<file path="src/rtl/dc_pkg.sv">
// Shared types and default widths for the DC launch sequencer slice.
package dc_pkg;

   localparam int DAC_CHANNEL_DEF = 24;
   localparam int CNT_WIDTH_DEF   = 32;
   localparam int REP_WIDTH_DEF   = 16;

   typedef enum logic [2:0] {
      ST_IDLE     = 3'd0,
      ST_WAIT_ARM = 3'd1,
      ST_DELAY    = 3'd2,
      ST_FIRE     = 3'd3,
      ST_PERIOD   = 3'd4,
      ST_DONE     = 3'd5,
      ST_ERR      = 3'd6
   } state_t;

endpackage

</file>
<file path="src/rtl/cycle_timer.sv">
// Loadable down-counter; load wins over enable, o_zero flags a count of zero.
module cycle_timer #(
   parameter int CNT_WIDTH = 32
) (
   input  logic                 i_clk,
   input  logic                 i_rst,
   input  logic                 i_load,
   input  logic [CNT_WIDTH-1:0] i_load_val,
   input  logic                 i_en,
   output logic                 o_zero
);

   logic [CNT_WIDTH-1:0] cnt_q, cnt_d;

   always_comb begin
      cnt_d = cnt_q;
      if (i_load) begin
         cnt_d = i_load_val;
      end else if (i_en) begin
         cnt_d = cnt_q - CNT_WIDTH'(1);
      end
   end

   always_ff @(posedge i_clk or negedge i_rst) begin
      if (!i_rst) begin
         cnt_q <= '0;
      end else begin
         cnt_q <= cnt_d;
      end
   end

   assign o_zero = (cnt_q == '0);

endmodule

</file>
<file path="src/rtl/dc_launch_seq.sv">
// Launch sequencer: waits for the masked DC channels to arm, then issues delayed,
// repeated one-cycle start pulses.
module dc_launch_seq
   import dc_pkg::*;
#(
   parameter int DAC_CHANNEL = DAC_CHANNEL_DEF,
   parameter int CNT_WIDTH   = CNT_WIDTH_DEF,
   parameter int REP_WIDTH   = REP_WIDTH_DEF,
   parameter int ARM_TIMEOUT = 1000000
) (
   input  logic                   i_clk,
   input  logic                   i_rst,
   // Handshake: a command transfers on a rising edge where i_cmd_valid && o_cmd_ready;
   // o_cmd_ready is high only in IDLE and never depends on i_cmd_valid.
   input  logic                   i_cmd_valid,
   output logic                   o_cmd_ready,
   input  logic [DAC_CHANNEL-1:0] i_cmd_mask,
   input  logic [CNT_WIDTH-1:0]   i_cmd_delay,
   input  logic [CNT_WIDTH-1:0]   i_cmd_period,
   input  logic [REP_WIDTH-1:0]   i_cmd_repeat,
   input  logic                   i_abort,
   input  logic [DAC_CHANNEL-1:0] i_armed,
   output logic [DAC_CHANNEL-1:0] o_start,
   output logic                   o_busy,
   output logic                   o_done,
   output logic                   o_err_timeout,
   output logic [REP_WIDTH-1:0]   o_fire_cnt,
   output state_t                 o_dbg_state
);

   localparam logic [CNT_WIDTH-1:0] TMO_LOAD = CNT_WIDTH'(ARM_TIMEOUT - 1);

   state_t                 state_q, state_d;
   logic [DAC_CHANNEL-1:0] mask_q, mask_d;
   logic [CNT_WIDTH-1:0]   delay_q, delay_d;
   logic [CNT_WIDTH-1:0]   period_q, period_d;
   logic [REP_WIDTH-1:0]   rep_q, rep_d;
   logic [REP_WIDTH-1:0]   fire_cnt_q, fire_cnt_d;
   logic                   err_q, err_d;
   logic                   rdy_q;

   logic                   tmr_load, tmr_en, tmr_zero;
   logic [CNT_WIDTH-1:0]   tmr_val;
   logic                   accept, armed_ok;
   logic [REP_WIDTH-1:0]   eff_rep, fire_nxt;

   assign o_cmd_ready = (state_q == ST_IDLE) && rdy_q;
   assign accept      = i_cmd_valid && o_cmd_ready;
   assign armed_ok    = ((i_armed & mask_q) == mask_q);
   assign eff_rep     = (rep_q == '0) ? REP_WIDTH'(1) : rep_q;
   assign fire_nxt    = fire_cnt_q + REP_WIDTH'(1);

   // One timer serves the arm timeout, the initial delay and the inter-fire period;
   // each is loaded with N-1 so the owning state lasts exactly N cycles.
   cycle_timer #(
      .CNT_WIDTH(CNT_WIDTH)
   ) u_timer (
      .i_clk      (i_clk),
      .i_rst      (i_rst),
      .i_load     (tmr_load),
      .i_load_val (tmr_val),
      .i_en       (tmr_en),
      .o_zero     (tmr_zero)
   );

   always_comb begin
      state_d    = state_q;
      mask_d     = mask_q;
      delay_d    = delay_q;
      period_d   = period_q;
      rep_d      = rep_q;
      fire_cnt_d = fire_cnt_q;
      err_d      = err_q;
      tmr_load   = 1'b0;
      tmr_val    = TMO_LOAD;
      tmr_en     = 1'b0;
      o_start    = '0;
      o_done     = 1'b0;

      if (state_q != ST_IDLE && i_abort) begin
         state_d = ST_IDLE;
      end else begin
         unique case (state_q)
            ST_IDLE: begin
               if (accept) begin
                  mask_d     = i_cmd_mask;
                  delay_d    = i_cmd_delay;
                  period_d   = i_cmd_period;
                  rep_d      = i_cmd_repeat;
                  fire_cnt_d = '0;
                  err_d      = 1'b0;
                  if (i_cmd_mask == '0) begin
                     state_d = ST_DONE;
                  end else begin
                     state_d  = ST_WAIT_ARM;
                     tmr_load = 1'b1;
                  end
               end
            end
            ST_WAIT_ARM: begin
               if (armed_ok) begin
                  // The delay belongs to the first fire only.
                  if (fire_cnt_q == '0 && delay_q != '0) begin
                     state_d  = ST_DELAY;
                     tmr_load = 1'b1;
                     tmr_val  = delay_q - CNT_WIDTH'(1);
                  end else begin
                     state_d = ST_FIRE;
                  end
               end else if (tmr_zero) begin
                  state_d = ST_ERR;
               end else begin
                  tmr_en = 1'b1;
               end
            end
            ST_DELAY: begin
               if (tmr_zero) begin
                  state_d = ST_FIRE;
               end else begin
                  tmr_en = 1'b1;
               end
            end
            ST_FIRE: begin
               o_start    = mask_q;
               fire_cnt_d = fire_nxt;
               if (fire_nxt == eff_rep) begin
                  state_d = ST_DONE;
               end else if (period_q == '0) begin
                  state_d  = ST_WAIT_ARM;
                  tmr_load = 1'b1;
               end else begin
                  state_d  = ST_PERIOD;
                  tmr_load = 1'b1;
                  tmr_val  = period_q - CNT_WIDTH'(1);
               end
            end
            ST_PERIOD: begin
               if (tmr_zero) begin
                  state_d  = ST_WAIT_ARM;
                  tmr_load = 1'b1;
               end else begin
                  tmr_en = 1'b1;
               end
            end
            ST_DONE: begin
               o_done  = 1'b1;
               state_d = ST_IDLE;
            end
            ST_ERR: begin
               err_d   = 1'b1;
               state_d = ST_IDLE;
            end
            default: begin
               state_d = ST_IDLE;
            end
         endcase
      end
   end

   always_ff @(posedge i_clk or negedge i_rst) begin
      if (!i_rst) begin
         state_q    <= ST_IDLE;
         mask_q     <= '0;
         delay_q    <= '0;
         period_q   <= '0;
         rep_q      <= '0;
         fire_cnt_q <= '0;
         err_q      <= 1'b0;
         rdy_q      <= 1'b0;
      end else begin
         state_q    <= state_d;
         mask_q     <= mask_d;
         delay_q    <= delay_d;
         period_q   <= period_d;
         rep_q      <= rep_d;
         fire_cnt_q <= fire_cnt_d;
         err_q      <= err_d;
         rdy_q      <= 1'b1;
      end
   end

   assign o_busy        = (state_q != ST_IDLE);
   assign o_err_timeout = err_q;
   assign o_fire_cnt    = fire_cnt_q;
   assign o_dbg_state   = state_q;

endmodule

</file>
<file path="config.mk">
export PLATFORM = sky130hd
export DESIGN_NAME = dc_launch_seq
export DESIGN_NICKNAME = d
export VERILOG_FILES = /design/src/rtl/dc_pkg.sv /design/src/rtl/cycle_timer.sv /design/src/rtl/dc_launch_seq.sv
export SDC_FILE = /design/constraint.sdc
export NUM_CORES = 1
export LEC_CHECK = 0
export ABC_CLOCK_PERIOD_IN_PS = 4800
export BUFFER_PORTS_ARGS = -buffer_cell sky130_fd_sc_hd__buf_2
export CAP_MARGIN = 0
export CELL_PAD_IN_SITES_DETAIL_PLACEMENT = 1
export CELL_PAD_IN_SITES_GLOBAL_PLACEMENT = 1
export CORE_AREA = 4 4 152 154
export DETAILED_ROUTE_END_ITERATION = 10
export DIE_AREA = 0 0 156 158
export GPL_TIMING_DRIVEN = 1
export PLACE_DENSITY = 0.87
export RECOVER_POWER = 50
export SLEW_MARGIN = 5
export SYNTH_ARGS = -nofsm -noshare
export SYNTH_HDL_FRONTEND = slang
export SYNTH_SLANG_ARGS = --single-unit
</file>
<file path="constraint.sdc">
create_clock -name i_clk -period 4.8 [get_ports i_clk]
set_input_delay 0.48 -clock i_clk [delete_from_list [all_inputs] [get_ports i_clk]]
set_output_delay 0.48 -clock i_clk [all_outputs]
set_load 0.02 [all_outputs]
</file>
# After elaboration in Yosys (flattened, before gate mapping)
# Cells that the tools add are included.
classes:
  eq_ne: 13
  add_sub_neg: 4
  n_bitwise: 2
  n_reduce_logical: 20
  muxes: 40
ops:
  columns: ["operator", "n"]
  rows:
  - ["$mux W32", 7]
  - ["$sub A32 B1 Y32 const B", 3]
  - ["$logic_not A32 Y1", 2]
  - ["$pmux W32 S2", 1]
  - ["$mux W24", 2]
  - ["$logic_not A16 Y1", 2]
  - ["$mux W16", 2]
  - ["$pmux W16 S2", 1]
  - ["$reduce_bool A32 Y1", 1]
  - ["$mux W3", 9]
  - ["$and A24 B24 Y24", 1]
  - ["$eq A24 B24 Y1", 1]
  - ["$logic_not A24 Y1", 1]
  - ["$add A16 B1 Y16 const B", 1]
  - ["$eq A16 B16 Y1", 1]
  - ["$pmux W3 S5", 1]
  - ["$mux W1", 14]
  - ["$eq A3 B3 Y1 const B", 3]
  - ["$reduce_and A3 Y1", 3]
  - ["$eq A3 B2 Y1 const B", 2]
  - ["$ne A3 B3 Y1 const B", 2]
  - ["$reduce_bool A2 Y1", 3]
  - ["$logic_and A1 B1 Y1", 4]
  - ["$ne A4 B4 Y1 const B", 1]
  - ["10 further kinds", 11]
word_totals:
  reg_bits: 157
  wordCells: 88
  out_inout_bits: 47

# Logic depth before layout (Yosys ltp)
# Gate-level depths: netlist (run 1).
logic_depth:
  word_depth: 7
  ltp_mapped: 12

# By module
# From an unflattened synthesis (run 1), not the netlist that was laid out.
unflattened:
  hier_cells: 973
  area_unflattened_um2: 9655.5
modules_own_cells:
  columns: ["module", "cells_each", "seq_area_each_um2", "area_each_um2", "instances"]
  rows:
  - ["dc_launch_seq", 773, 3128.0, 7850.0, 1]
  - ["cycle_timer", 200, 800.8, 1805.5, 1]

# Worst setup path before layout (run 1)
# Ideal clock, no wire load.
synth_path:
  path_kind: "register to register"
  start: "register fire_cnt_q[0], in the netlist o_fire_cnt[0]"
  end: "register u_timer.cnt_q[13]"
  n_path_buf: 1
  required_ns: 4.681
  period_less_slack_ns: 3.512
  stages_incl_launch_ff: 12
  setup_ns: 0.119
  path_slack_ns: 1.288
  arrival_time_ns: 3.393
  path_cell_list: "dfrtp_1 ha_1 nand2_1 or4_1 xnor2_1 nand3_1 or4_1 or2_1 a22oi_2 nand2_1 clkbuf_1 o21a_1"
synth_between:
  elab_chain_len: 7
  word_cells_on_any_way: 16
synth_rtl:
  columns: ["item", "line_no", "text"]
  rows:
  - ["start: declaration", "dc_launch_seq.sv:38", "logic [REP_WIDTH-1:0] fire_cnt_q, fire_cnt_d;"]
  - ["start signal: assignment", "dc_launch_seq.sv:176", "fire_cnt_q <= fire_cnt_d;"]
  - ["branches (longest 7 deep; another with $add A16 B1 Y16)", null, null]
  - ["end signal: assignment", "cycle_timer.sv:28", "cnt_q <= cnt_d;"]
  - ["end: declaration", "cycle_timer.sv:13", "logic [CNT_WIDTH-1:0] cnt_q, cnt_d;"]
# Several ways; the timed one is not identified.
# A chain may end at the register's enable or synchronous reset.

# Final worst setup path (run 1)
layout_path:
  start: "register delay_q[10]"
  end: "register u_timer.cnt_q[21]"
layout_between:
  elab_chain_len: 7
  word_cells_on_any_way: 13
layout_rtl:
  columns: ["item", "line_no", "text"]
  rows:
  - ["start: declaration", "dc_launch_seq.sv:35", "logic [CNT_WIDTH-1:0] delay_q, delay_d;"]
  - ["start signal: assignment", "dc_launch_seq.sv:173", "delay_q <= delay_d;"]
  - ["branches (longest 7 deep; another with $sub A32 B1 Y32)", null, null]
# Several ways; the timed one is not identified.

==> results of run 1 <==
==> path summary, 6_finish.rpt <==
kind	end	slack (ps)	cells past startpoint
worst min register to register	mask_q[16]$_DFFE_PN0P_	530	1
worst max-delay path	u_timer.cnt_q[21]$_DFFE_PN0P_	400	9
worst min-delay path	period_q[0]$_DFFE_PN0P_	260	3
min in group asynchronous	rep_q[6]$_DFFE_PN0P_	810	1
worst max register to register	u_timer.cnt_q[21]$_DFFE_PN0P_	400	9
max in group asynchronous	u_timer.cnt_q[16]$_DFFE_PN0P_	1130	2
==> critical path: cells and delay by family (launching register included) <==
family | cells | cell delay (ps)
AND/OR/NAND/NOR | 4 | 2110
AO/OA/AOI/OAI | 5 | 1760
flip-flops | 1 | 430
==> registers in the layout, summed over array words and instances (netlist names) <==
name,flops
o_err_timeout,1
rep_q,16
o_dbg_state,3
rdy_q,1
mask_q,24
o_fire_cnt,16
period_q,32
delay_q,32
u_timer.cnt_q,32
==> report_power, final <==
group / switching (uW) / internal [uW]
registers: 591 / 1810
logic: 957 / 843
clock network: 580 / 728
total: 2130 / 3380
==> cells by family (layout without fill, tap and decap cells) <==
kind of cell	after synthesis	count (layout)
adder cells (fa/ha/maj)	5	5
AO/OA/AOI/OAI	184	184
flip-flops	157	157
XOR/XNOR	91	91
buffers and inverters	80	249
multiplexers	91	91
other	1	2
AND/OR/NAND/NOR	342	342
==> stage by stage <==
stage               setup slack, ps  hold slack, ps
floorplan                      1290             184
global placement                814             499
detailed placement              610             510
CTS                             455             204
global route                    244             275
finish                          402             262
==> synthesized netlist by cell type, types with 15 or more instances <==
library cell  instances  area [sq um]
a21oi_1              16          80.1
and3_1               30           188
clkbuf_1             40           150
dfrtp_1             157          3930
inv_1                28           105
mux2_2               91          1020
nand2_1              61           229
nand3_1              20           100
nor2_1               75           282
nor3_1               36           180
nor4_1               31           194
o21a_1               17           128
o21ai_0              43           215
o32ai_1              15           131
or3_1                17           106
or4_1                15           113
xnor2_1              48           420
xor2_1               43           377
==> layer usage <==
metal  global-route usage (%)  vias up
met5                        0        -
met4                     8.30        0
met3                     4.40       65
met2                     44.1      338
met1                     33.2     4320
li1                         -     3810
==> area by class of cell <==
type	count	area, sq um
multi-input cells	714	5010
flip-flops and latches	157	3930
fillers	2498	10800
diodes	1	2.50
inverters	28	105
clock inverters	12	113
well taps	280	350
repair buffers	190	948
clock buffers	19	443
==> metrics, run 1 <==
Synth Flop Type dfrtp_1; async set-reset flop share out of synthesis 100%; Mapped Nets 1,088; Max Cap Viol 2; Die X-Extent 156 um; total track usage 25.7%; Cells after Synth between 900 and 1,000; relative slew slack -65.4%; CP required about 5200 ps; number of setup violations in the final report 0; Max Clock Freq approximately 230 MHz; Yosys reg bits 157; critical-path cell list or4_1 > or4_1 > nor4_4 > a311o_1 > or3_1 > o311ai_1 > a22o_1 > o32ai_1 > o21a_1; met2 routed WL 16.0 mm; routability cong. 0.892; post-DR wirelength/cell 22.7 um; Ys Warns 0; Peak VDD IR 0.000245 V; H-Tree Depth 4; die area 24,600 sq um; Remaining DRCs 0; Seq/Total Area, Yosys between 40% and 50%; Die Height 158 um; post-synthesis mux area share 11.1%; Max Slew Vio Count 135; Starting Density 42.6%; M1 WL 13.1 mm; Syn Area/Cell just under 10 sq um; placed cells between 1,000 and 1,500; layout cells sized above 1 27.2%; post-layout min period 4400 ps; critical path's largest stage delay 630 ps; post-DP HPWL 23.2 mm; Layout area overhead 17.9%; worst setup path start delay_q[10]$_DFFE_PN0P_; DR pass1 iterations 5; largest net degree at the start of global routing between 90 and 100; clock skew 12.9 ps; slowest CP cell or4_1; RSZ-0062 raised after global routing false; Vias 8,533; Sink Count 157; Finished Layout Cells 1,401; critical path's most frequent cell or4_1; Critical Path AT between 4000 and 5000 ps; Core Util, Final 50.3%; cts bufs inserted 17; Finished Cell Area 10,900 sq um; critical path type register to register; CP endpoint kind register; Power Density 506 nW/um^2; vias in the first global route between 8,000 and 9,000; crit start category register; First DRT Iteration DRCs 673; Clock Latency Late Sink roughly 430 ps; maximum clock path buffer count 2; XOR/XNOR Fraction of Synth Area 8.62%; total power 5510 uW; number of enable flip-flop cells after synthesis 0; hold_buf cts 0; status complete, but fails checks; Adder-Cell Fraction of Synth Area 0.676%; Hold Path Class input port to register; FF-to-FF Start delay_q[10]$_DFFE_PN0P_; Simple-Gate Fraction of Synth Area 19.4%; CP max FO 16; post-route ant nets 0; clock tree from TritonCTS yes; Max Used Layer met4; area fraction in compound gates after synthesis 14.2%; Tcrit/Tclk final 91.6%; CTS Root Cell clkbuf_16; Worst-path clk slew 60 ps; num rows 54; Post-CTS Resized 0; leakage 0.00453 uW; Mapped Area 9250 sq um; I/O Pins roughly 180; violated checks max-capacitance violations, max-slew violations; post-CTS setup buffer count 0; final hold vios 0; area of the core 21,700 sq um; first-pass GRT wire length between 50 and 60 mm; setup TNS 0 ps; worst-margin pin slew 2480 ps; IO Port Bufs about 180; dpl cell area 10,400 sq um; largest family of logic cells by synthesized area simple AND/OR/NAND/NOR gates; via/cell ratio 6.09; Worst Hold Launch i_cmd_period[0]; met3 wire length 1.90 mm; grt ovf 0; antenna violations before repair 1; final WL 31.9 mm; commonest non-fill, non-tap cells in the layout dfrtp_1, buf_2, mux2_2; unique cell type count in the Yosys netlist 64; fin nets between 1,000 and 1,500
Power figures use the tool's default switching activity.
==> run 2: changes to the inputs <==
--- a/config.mk
+++ b/config.mk
@@ -5,14 +5,15 @@
 export SDC_FILE = /design/constraint.sdc
 export NUM_CORES = 1
 export LEC_CHECK = 0
+export ABC_AREA = 1
 export ABC_CLOCK_PERIOD_IN_PS = 4800
 export BUFFER_PORTS_ARGS = -buffer_cell sky130_fd_sc_hd__buf_2
 export CAP_MARGIN = 0
 export CELL_PAD_IN_SITES_DETAIL_PLACEMENT = 1
 export CELL_PAD_IN_SITES_GLOBAL_PLACEMENT = 1
-export CORE_AREA = 4 4 152 154
+export CORE_AREA = 4 4 166 168
 export DETAILED_ROUTE_END_ITERATION = 10
-export DIE_AREA = 0 0 156 158
+export DIE_AREA = 0 0 170 172
 export GPL_TIMING_DRIVEN = 1
 export PLACE_DENSITY = 0.87
 export RECOVER_POWER = 50
==> run 2 against run 1 <==
- the run still ends with max-capacitance violations, max-slew violations left
- register-to-register slack improved by 450 ps
- flip-flop and latch count unchanged
- final cell count increased by 49%
- count of clock-buffer cells in the layout decreased by 2
- sequential share of layout area decreased by 3.5 points
- final area increased by 11%
- sequential power about the same
- routed wire length increased by 18%
- worst setup slack improved by 450 ps
- utilization decreased by 3.6 points
==> metrics, run 2 <==
Synth top area share 38.2%; leakage between 0.006 and 0.007 uW; post-CTS setup buffer count 0; cts bufs inserted 17; async set-reset flop share out of synthesis 100%; commonest non-fill, non-tap cells in the layout nand2_1, inv_1, nor2_1; met3 wire length between 1.5 and 2 mm; final WL 37.8 mm; dpl cell area 11,500 sq um; commonest cells in the netlist nand2_1, inv_1, nor2_1; Vias between 10,000 and 15,000; Max Used Layer met4; hold_buf cts 0; setup TNS 0 ps; Yosys reg bits 157; IO Port Bufs 178; Clock Latency Late Sink 440 ps; post-DP HPWL 28.6 mm; status complete, but fails checks; Critical Path AT between 4000 and 5000 ps; clock tree from TritonCTS yes; Post-CTS Resized 0; relative slew slack -161%; first-pass GRT wire length 60.3 mm; CP max FO 32; maximum clock path buffer count 2; Remaining DRCs 0; CP required 5120 ps; area of the multi-input gates 5450 sq um; Max Slew Vio Count a little over 80; Synth Flop Type dfrtp_1; Die Height between 150 and 200 um; unique cell type count in the Yosys netlist 39; Mapped Area 10,300 sq um; First DRT Iteration DRCs approximately 850; Cells after Synth about 1,600; M1 WL roughly 16 mm; Power Density 585 nW/um^2; Die X-Extent 170 um; largest registers delay_q: 32 flops, period_q: 32 flops, u_timer.cnt_q: 32 flops; area occupied by registers around 3900 sq um; grt ovf 0; area of the core 25,900 sq um; Area contributors post-synth dfrtp_1, nand2_1, nand3_1; Worst-path clk slew approximately 80 ps; antenna violations before repair 3; Tcrit/Tclk final 82.3%; CTS Root Cell clkbuf_16; die area 29,200 sq um; number of setup violations in the final report 0; vias in the first global route between 10,000 and 15,000; largest net degree at the start of global routing 112; post-DR wirelength/cell 18.1 um; met2 routed WL around 18 mm; post-layout min period 3950 ps; DR pass1 iterations 5; Max Clock Freq 253 MHz; clock skew between 10 and 15 ps; most common cell after layout, fill and taps aside nand2_1; Seq/Total Area, Yosys about two fifths; final hold vios 0; layout cells sized above 1 13.2%; H-Tree Depth 4; Peak VDD IR 0.000290 V; fin nets 1,867; RSZ-0062 raised after global routing false; worst-margin pin slew roughly 3900 ps; Mapped Nets 1,710; via/cell ratio 5.35; Finished Cell Area 12,100 sq um; Ys Warns 0; total track usage 25.8%; count leader, synth nand2_1; Max Cap Viol 1; Starting Density 39.7%; number of enable flip-flop cells after synthesis 0; Sink Count 157; critical path type register to register; CP endpoint kind register; Hold Path Class input port to register; Syn Area/Cell 6.54 sq um; fill count 3,519; num rows 59; Layout area overhead 17.4%; violated checks max-capacitance violations, max-slew violations; routability cong. 0.927; post-synth top area cell dfrtp_1; post-route ant nets 0; crit start category register; I/O Pins 179
==> run 2: cell count changes after synthesis, moves of 17 or more <==
cell     before  now
nand2_1      61  535
o21a_1       17    0
and3_1       30    2
xnor2_1      48    5
nand4_1      12   30
nor2_1       75  175
mux2_2       91    0
nand3_1      20  140
nor4_1       31    7
or3_1        17    0
o21ai_0      43  124
inv_1        28  177
==> run 2: layer usage <==
metal,vias to the layer above,track usage [%]
li1,5321,-
met1,5394,33.3
met2,325,43.7
met3,84,4.41
met4,0,9.24
met5,-,0
==> run 2: cells by family after synthesis <==
kind of cell,after synthesis,synth area share (%)
simple gates,963,39.3
buf+inv,231,8.91
compound gates,163,8.42
flops,157,38.2
xor+xnor,53,4.51
fa+ha+maj,5,0.608
other cells,1,0.0364
==> run 2: layout make-up <==
| class | instances | area share, % |
|---|---|---|
| Clock inverter | 15 | 1.84 |
| Timing Repair Buffer | 187 | 7.76 |
| Sequential cell | 157 | 32.5 |
| Antenna cell | 3 | 0.0622 |
| Multi-Input combinational cell | 1185 | 45.1 |
| Tap cell | 335 | 3.47 |
| Inverter | 182 | 5.69 |
| Clock buffer | 17 | 3.52 |
==> run 2: path summary, 6_finish.rpt <==
path / to / slack, ps / depth (start not counted) / start
max: u_timer.cnt_q[6]$_DFFE_PN0P_ / 850 / 13 / o_fire_cnt[0]$_DFFE_PN0P_
min: period_q[21]$_DFFE_PN0P_ / 230 / 3 / i_cmd_period[21]
max reg2reg: u_timer.cnt_q[6]$_DFFE_PN0P_ / 850 / 13 / o_fire_cnt[0]$_DFFE_PN0P_
min reg2reg: u_timer.cnt_q[30]$_DFFE_PN0P_ / 480 / 2 / u_timer.cnt_q[30]$_DFFE_PN0P_
max in group asynchronous: u_timer.cnt_q[31]$_DFFE_PN0P_ / 1010 / 1 / i_rst
min in group asynchronous: mask_q[7]$_DFFE_PN0P_ / 1550 / 1 / i_rst
==> run 2: critical path, stage by stage, from the launching register on <==
cell and delay [ps]:
dfrtp_1 470, inv_1 160, ha_1 170, nand4_1 130
nor4_1 880, nand2_1 290, o21ai_0 250, nor2_1 90
nand2_2 90, nand2_4 210, nand2_4 370, clkinv_2 400
nand2_1 210, nand2_1 80
==> run 2: stage by stage <==
step / power [uW] / hold WS (ps) / instances / worst slack, ps / util (%)
5_1_grt: 7640 / 235 / 2081 / 341 / 46.6
4_1_cts: 7060 / 122 / 2078 / 867 / 46.7
2_1_floorplan: 4510 / 184 / 1573 / 2170 / -
6_report: 7070 / 234 / 2081 / 851 / 46.6
3_5_place_dp: 5490 / 469 / 2046 / 949 / 44.2
3_3_place_gp: 5310 / 468 / 2046 / 1060 / 44.2
==> run 2: where the power goes <==
| part | switching (uW) | internal, uW |
|---|---|---|
| registers | 519 | 1880 |
| clock network | 650 | 852 |
| logic | 2210 | 959 |
| total | 3380 | 3690 |
